### src/rtl/vga_timing_pkg.sv
// Default 640x480@60 timing constants and the lock state type shared by the
// VGA sync decoder and its sub-modules.
package vga_timing_pkg;

    localparam int DEF_H_VISIBLE   = 640;
    localparam int DEF_H_FRONT     = 16;
    localparam int DEF_H_SYNC      = 96;
    localparam int DEF_H_BACK      = 48;
    localparam int DEF_V_VISIBLE   = 480;
    localparam int DEF_V_FRONT     = 10;
    localparam int DEF_V_SYNC      = 2;
    localparam int DEF_V_BACK      = 33;
    localparam int DEF_LOCK_FRAMES = 2;

    localparam int DEF_H_TOTAL = DEF_H_VISIBLE + DEF_H_FRONT + DEF_H_SYNC + DEF_H_BACK;
    localparam int DEF_V_TOTAL = DEF_V_VISIBLE + DEF_V_FRONT + DEF_V_SYNC + DEF_V_BACK;

    typedef enum logic [1:0] {
        UNLOCKED = 2'd0,
        ACQUIRE  = 2'd1,
        LOCKED   = 2'd2
    } lock_state_t;

endpackage

### src/rtl/sync_edge_detect.sv
// Registers an active-low sync input once and flags its falling and rising
// edges from the registered value and its previous value.
module sync_edge_detect (
    input  logic clk,
    input  logic reset,
    input  logic sync,
    output logic fall,
    output logic rise
);

    logic sync_reg;
    logic prev_reg;

    // Reset to the idle (high) level so an idle line produces no edge.
    always_ff @(posedge clk or negedge reset) begin
        if (!reset) begin
            sync_reg <= 1'b1;
            prev_reg <= 1'b1;
        end else begin
            sync_reg <= sync;
            prev_reg <= sync_reg;
        end
    end

    assign fall = prev_reg & ~sync_reg;
    assign rise = ~prev_reg & sync_reg;

endmodule

### src/rtl/vga_sync_decoder.sv
// Rebuilds raster position from HSync/VSync, checks line/frame/pulse timing
// and tracks lock over consecutive clean frames.
module vga_sync_decoder
    import vga_timing_pkg::*;
#(
    parameter int H_VISIBLE   = DEF_H_VISIBLE,
    parameter int H_FRONT     = DEF_H_FRONT,
    parameter int H_SYNC      = DEF_H_SYNC,
    parameter int H_BACK      = DEF_H_BACK,
    parameter int V_VISIBLE   = DEF_V_VISIBLE,
    parameter int V_FRONT     = DEF_V_FRONT,
    parameter int V_SYNC      = DEF_V_SYNC,
    parameter int V_BACK      = DEF_V_BACK,
    parameter int LOCK_FRAMES = DEF_LOCK_FRAMES
) (
    input  logic       clk,
    input  logic       reset,
    input  logic       HSync,
    input  logic       VSync,
    output logic [9:0] row,
    output logic [9:0] col,
    output logic       active,
    output logic       frame_start,
    output logic       locked,
    output logic       h_err,
    output logic       v_err
);

    localparam int H_TOTAL = H_VISIBLE + H_FRONT + H_SYNC + H_BACK;
    localparam int V_TOTAL = V_VISIBLE + V_FRONT + V_SYNC + V_BACK;
    localparam logic [9:0] H_LAST      = 10'(H_TOTAL - 1);
    localparam logic [9:0] H_SYNC_LAST = 10'(H_SYNC - 1);
    localparam logic [9:0] H_START     = 10'(H_SYNC + H_BACK);
    localparam logic [9:0] H_END       = 10'(H_SYNC + H_BACK + H_VISIBLE - 1);
    localparam logic [9:0] V_LAST      = 10'(V_TOTAL - 1);
    localparam logic [9:0] V_START     = 10'(V_SYNC + V_BACK);
    localparam logic [9:0] V_END       = 10'(V_SYNC + V_BACK + V_VISIBLE - 1);
    localparam logic [9:0] CNT_MAX     = 10'd1023;
    localparam logic [9:0] CNT_PRE     = 10'd1022;
    localparam int GW = $clog2(LOCK_FRAMES + 1);
    localparam logic [GW-1:0] LOCK_LAST = GW'(LOCK_FRAMES - 1);

    logic h_fall, h_rise, v_fall, v_rise_unused;

    sync_edge_detect u_hsync_edge (
        .clk   (clk),
        .reset (reset),
        .sync  (HSync),
        .fall  (h_fall),
        .rise  (h_rise)
    );

    sync_edge_detect u_vsync_edge (
        .clk   (clk),
        .reset (reset),
        .sync  (VSync),
        .fall  (v_fall),
        .rise  (v_rise_unused)
    );

    logic [9:0]    hcount_reg, vcount_reg;
    logic          h_armed_reg, v_armed_reg, vsync_pend_reg;
    logic [9:0]    row_reg, col_reg;
    logic          active_reg, frame_start_reg, h_err_reg, v_err_reg, locked_reg;
    lock_state_t   state_reg;
    logic [GW-1:0] good_cnt_reg;

    logic frame_reset, h_err_next, v_err_next, err_any, h_vis, v_vis;

    assign frame_reset = h_fall & vsync_pend_reg;
    assign h_vis       = (hcount_reg >= H_START) && (hcount_reg <= H_END);
    assign v_vis       = (vcount_reg >= V_START) && (vcount_reg <= V_END);

    // Saturation is flagged on the step into 1023, so it fires exactly once.
    always_comb begin
        h_err_next = 1'b0;
        v_err_next = 1'b0;
        if (h_fall && h_armed_reg && (hcount_reg != H_LAST))
            h_err_next = 1'b1;
        if (h_rise && (hcount_reg != H_SYNC_LAST))
            h_err_next = 1'b1;
        if (!h_fall && (hcount_reg == CNT_PRE))
            h_err_next = 1'b1;
        if (frame_reset && v_armed_reg && (vcount_reg != V_LAST))
            v_err_next = 1'b1;
        if (h_fall && !vsync_pend_reg && (vcount_reg == CNT_PRE))
            v_err_next = 1'b1;
    end

    assign err_any = h_err_next | v_err_next;

    always_ff @(posedge clk or negedge reset) begin
        if (!reset) begin
            hcount_reg      <= '0;
            vcount_reg      <= '0;
            h_armed_reg     <= 1'b0;
            v_armed_reg     <= 1'b0;
            vsync_pend_reg  <= 1'b0;
            row_reg         <= '0;
            col_reg         <= '0;
            active_reg      <= 1'b0;
            frame_start_reg <= 1'b0;
            h_err_reg       <= 1'b0;
            v_err_reg       <= 1'b0;
        end else begin
            if (h_fall) begin
                hcount_reg  <= '0;
                h_armed_reg <= 1'b1;
            end else if (hcount_reg != CNT_MAX) begin
                hcount_reg <= hcount_reg + 10'd1;
            end

            // VSync only takes effect at the next line start.
            if (h_fall) begin
                vsync_pend_reg <= v_fall;
                if (vsync_pend_reg) begin
                    vcount_reg  <= '0;
                    v_armed_reg <= 1'b1;
                end else if (vcount_reg != CNT_MAX) begin
                    vcount_reg <= vcount_reg + 10'd1;
                end
            end else if (v_fall) begin
                vsync_pend_reg <= 1'b1;
            end

            if (h_vis)
                col_reg <= hcount_reg - H_START;
            if (v_vis)
                row_reg <= vcount_reg - V_START;
            active_reg      <= h_vis && v_vis && (state_reg == LOCKED);
            frame_start_reg <= frame_reset;
            h_err_reg       <= h_err_next;
            v_err_reg       <= v_err_next;
        end
    end

    // Errors take priority over a lock-qualifying frame reset.
    always_ff @(posedge clk or negedge reset) begin
        if (!reset) begin
            state_reg    <= UNLOCKED;
            good_cnt_reg <= '0;
            locked_reg   <= 1'b0;
        end else begin
            case (state_reg)
                UNLOCKED: begin
                    if (frame_reset) begin
                        state_reg    <= ACQUIRE;
                        good_cnt_reg <= '0;
                    end
                end
                ACQUIRE: begin
                    if (err_any) begin
                        state_reg <= UNLOCKED;
                    end else if (frame_reset) begin
                        good_cnt_reg <= good_cnt_reg + GW'(1);
                        if (good_cnt_reg == LOCK_LAST)
                            state_reg <= LOCKED;
                    end
                end
                LOCKED: begin
                    if (err_any)
                        state_reg <= UNLOCKED;
                end
                default: state_reg <= UNLOCKED;
            endcase
            locked_reg <= (state_reg == LOCKED);
        end
    end

    assign row         = row_reg;
    assign col         = col_reg;
    assign active      = active_reg;
    assign frame_start = frame_start_reg;
    assign locked      = locked_reg;
    assign h_err       = h_err_reg;
    assign v_err       = v_err_reg;

endmodule

### config.mk
export PLATFORM = sky130hd
export DESIGN_NAME = vga_sync_decoder
export DESIGN_NICKNAME = d
export VERILOG_FILES = /design/src/rtl/vga_timing_pkg.sv /design/src/rtl/sync_edge_detect.sv /design/src/rtl/vga_sync_decoder.sv
export SDC_FILE = /design/constraint.sdc
export NUM_CORES = 1
export LEC_CHECK = 0
export CORE_MARGIN = 1
export CORE_UTILIZATION = 60
export DETAILED_ROUTE_END_ITERATION = 10
export GPL_TIMING_DRIVEN = 0
export PLACE_DENSITY = 0.94
export SLEW_MARGIN = 20
export SYNTH_ARGS = -nofsm -noshare
export SYNTH_HDL_FRONTEND = slang
export SYNTH_HIERARCHICAL = 1
export SYNTH_SLANG_ARGS = --single-unit
### constraint.sdc
create_clock -name clk -period 3.6 [get_ports clk]
set_input_delay 0.72 -clock clk [delete_from_list [all_inputs] [get_ports clk]]
set_output_delay 0.72 -clock clk [all_outputs]
set_load 0.03 [all_outputs]
# [Word-level counts from Yosys, hierarchy flattened]
# Cells that the tools add are included.
[op_classes] n_reduce_logical=23 magnitude_cmp=4 n_addsub=5 mux=21 bitwise_logic=8 eq_ne=16
[ops] cell="two-way mux 10 bit" count=4
[ops] cell="inequality test 10 bit (second input constant)" count=4
[ops] cell="adder 10 x 1 -> 10 bit (second input constant)" count=2
[ops] cell="== test 10 bit (second input constant)" count=2
[ops] cell="<= comparator 10 bit (second input constant)" count=2
[ops] cell="two-way mux 2 bit" count=8
[ops] cell="logical AND 1 bit" count=12
[ops] cell=">= comparator 10 x 6 -> 1 bit (second input constant)" count=1
[ops] cell=">= comparator 10 x 8 -> 1 bit (second input constant)" count=1
[ops] cell="inequality test 10 x 7 -> 1 bit (second input constant)" count=1
[ops] cell="subtractor 10 x 6 -> 10 bit (second input constant)" count=1
[ops] cell="subtractor 10 x 8 -> 10 bit (second input constant)" count=1
[ops] cell="inequality test 2 bit (second input constant)" count=4
[ops] cell="AND reduction 4 bit" count=2
[ops] cell="nonzero test 2 bit" count=4
[ops] cell="two-way mux 1 bit" count=7
[ops] cell="inequality test 3 bit (second input constant)" count=2
[ops] cell="case mux 2 bit (3 select lines)" count=1
[ops] cell="AND 1 bit" count=4
[ops] cell="== test 2 x 1 -> 1 bit (second input constant)" count=2
[ops] cell="case mux 2 bit (2 select lines)" count=1
[ops] cell="AND reduction 2 bit" count=2
[ops] cell="NOT 1 bit" count=3
[ops] cell="adder 2 x 1 -> 2 bit (second input constant)" count=1
[ops] cell="4 further kinds" count=5
[totals] input_bits=4 output_inout_bits=25 register_bits=56

# [Longest topological paths before layout]
[depth] word_depth=10 ltp_mapped=9 mapped_depth_nobuf=7

# [Modules after synthesis]
# Netlist, hierarchy kept.
[by_module_without_submodules] mod="vga_sync_decoder" cells_per_inst=281 seq_area_each_um2=1301.2 n_inst=1 area_each_um2=2815.2
[by_module_without_submodules] mod="sync_edge_detect" cells_per_inst=4 seq_area_each_um2=52.6 n_inst=2 area_each_um2=67.6

# [Worst setup path after synthesis]
# Ideal clock, no wire load.
[synth_path] path_type="register -> register" start="register vcount_reg[1]" end="register row_reg[1], in the netlist row[1]" synth_period_minus_slack_ps=2242 arrival_time_ps=2115 n_path_buf=2 path_stages_with_launch=8 required_ps=3472 setup_ps=128 setup_slack_ps=1358 path_cell_list="dfrtp_1 ha_1 clkbuf_1 or4_4 a211oi_4 a22o_4 buf_12 mux2_1"
[synth_via] elab_chain_cells=2
[synth_rtl] item="start: declaration" line_no="vga_sync_decoder.sv:61" rtl="logic [9:0] hcount_reg, vcount_reg;"
[synth_rtl] item="start signal: assignment" line_no="vga_sync_decoder.sv:120" rtl="vcount_reg <= vcount_reg + 10'd1;"
[synth_rtl] item=">= comparator 10 x 6 -> 1 bit / <= comparator 10 bit (equally long branches)" line_no="vga_sync_decoder.sv:72" rtl="assign v_vis = (vcount_reg >= V_START) && (vcount_reg <= V_END);"
[synth_rtl] item="logical AND 1 bit" line_no="vga_sync_decoder.sv:72"
[synth_rtl] item="end signal: assignment" line_no="vga_sync_decoder.sv:129" rtl="row_reg <= vcount_reg - V_START;"
[synth_rtl] item="end: declaration" line_no="vga_sync_decoder.sv:63" rtl="logic [9:0] row_reg, col_reg;"
# Parallel ways exist; a longest one is shown, timed or not.
# A chain may end at the register's enable or synchronous reset.

# [Worst setup path after layout]
# Same ends and word-level chain as after synthesis.

==> run summary <==
Vias in the first global route -> 2098
Placed insts -> 383
Initial core utilization -> 62.28%
Maximum vdd ir drop -> 0.2222 mV
Post-DP HPWL -> 3.886 mm
# diodes -> 0
Pwr Density -> 366.2 nW/µm²
Clk slew on worst S/H paths -> 0.09 ns
Failing checks -> design-rule violations
Setup TNS -> 0 ns
CP max-delay cell -> or4_4
CP Launch Point -> vcount_reg[1]
CP Data Arrival Time -> 2.71 ns
Root buffer cell -> clkbuf_8
Slew Limit Headroom -> 50.39%
Hold_sp -> u_vsync_edge/sync_reg
Layout cells sized above 1 -> 15.43%
Vias -> 2197
Buffers on Ports -> 28
I/O Pins -> 29
Placer congestion estimate -> 0.8999
Antenna Nets Post-Route -> 0
Largest fanout on the critical path -> 9
Height of the die -> 72.02 µm
Pleak -> 0.001474 µW
DIE AREA -> 5187 µm²
Mapped Area -> 2942 µm²
GR Overflow Total -> 0
Max-slew violations -> 0
Chip Width -> 72.02 µm
Drt pass-1 iters -> 7
CTS H-Tree Depth -> 2
TritonCTS Sinks -> 56
Core footprint -> 4723 µm²
Layout Nets -> 337
Cells along the critical path -> ha_1 > clkbuf_1 > or4_4 > a211oi_4 > a22o_4 > buf_12 > mux2_1
Setup repair bufs after CTS -> 0
1st-iter DRT viols -> 131
Max_cap viols -> 0
Layout area overhead -> 15.19%
Skew-Pair Late Insertion Delay -> 0.31 ns
Wire length per cell -> 14.05 µm
YS warnings -> 6
CTS buffer count -> 5
Layout Cells excl Fill -> 391
Final Hold Viols -> 0
Min-delay worst type -> flip-flop to flip-flop
Initial antenna violation count -> 0
Final min period -> 2.522 ns
RSZ-0062 raised after global routing -> no
Syn avg cell area -> 10.21 µm²
Drt drc -> 1
Overall Global Routing Usage -> 23.05%
R2R Path Start -> vcount_reg[1]
FP Rows -> 25
Max frequency -> 0.3964 GHz
Worst path max stage delay -> 0.51 ns
WL final -> 5.494 mm
Synth Instances -> 288
Final Skew -> 0.005899 ns
Setup Viol. Count Final -> 0
Critical Path RT -> 3.79 ns
Number of cells on the worst hold path -> 0
Worst Tran Pin Value -> 0.7254 ns
# resized after CTS -> 0
Fin crit share -> 70.07%
Critical Setup Path Class -> flip-flop to flip-flop
Kind of end point of the critical path -> flip-flop
TritonCTS clock tree -> built
First-pass GRT wire length -> 9.377 mm
Outcome -> complete, but fails checks
Critical path startpoint category -> flip-flop
Number of hold buffers added after CTS -> 0
Via/cell ratio -> 5.619
R2R depth -> 7
Clock buffer depth -> 2
Syn_nets -> 302
Largest net degree at the start of global routing -> 57
## layout make-up
type,count,area (µm²)
buffer,20,121.4
sequential,56,1406
fill,330,1335
clock buffer,6,72.57
tap,67,83.83
multi-input combinational,200,1369
clock inverter,2,12.51
timing repair buffer,28,277.8
inverter,12,45.04
## where the power goes
| group | internal, µW | switching, µW |
|---|---|---|
| Combinational | 76.0 | 116 |
| Clock | 137 | 198 |
| Sequential | 667 | 46.6 |
## metal layers
| layer | part of all wire, % | wire (µm) | track usage [%] |
|---|---|---|---|
| met1 | 47 | 2560 | 31.39 |
| met2 | 48 | 2638 | 36.27 |
| met3 | 2.6 | 144 | 3.750 |
| met4 | 2.7 | 150 | 11.11 |
| met5 | 0 | 0 | 0 |
## per-stage QoR
step	total power [µW]	hold WS [ns]	worst slack [ns]	util, %	area [µm²]
6_report	1241	0.3715	1.078	71.74	3388
5_1_grt	1307	0.3795	1.023	71.74	3388
4_1_cts	1246	0.3718	1.114	71.74	3388
2_1_floorplan	851.7	0.3541	1.358	-	2942
3_5_place_dp	914.9	0.3575	1.159	69.93	3303
3_3_place_gp	902.5	0.3576	0.1734	69.99	3306
## cells in the final DEF (no fill, tap or decap), drive strengths merged, types with 8 or more instances in the layout
cell type and count:
nor2 31, clkbuf 18, nand3 11, buf 9, xnor2 15, ha 10, a21oi 8, clkdlybuf4s50 27
nand2 25, inv 12, o21ai 12, mux2 9, dfrtp 52
## worst paths after layout
check	end	slack [ns]
max	row[1]	1.08
min	u_vsync_edge/prev_reg	0.37
max reg2reg	row[1]	1.08
min reg2reg	u_vsync_edge/prev_reg	0.37
max in group asynchronous	h_armed_reg	2.69
min in group asynchronous	row[6]	0.46
## critical path: cells and delay by family (launching register included)
kind	cells	cell delay, ns
AOI/OAI and AO/OA	2	0.50
adders and majority gates	1	0.24
buffers and inverters	2	0.35
DFF	1	0.50
muxes	1	0.32
and+or+nand+nor	1	0.51
(Power assumes the default switching activity.)
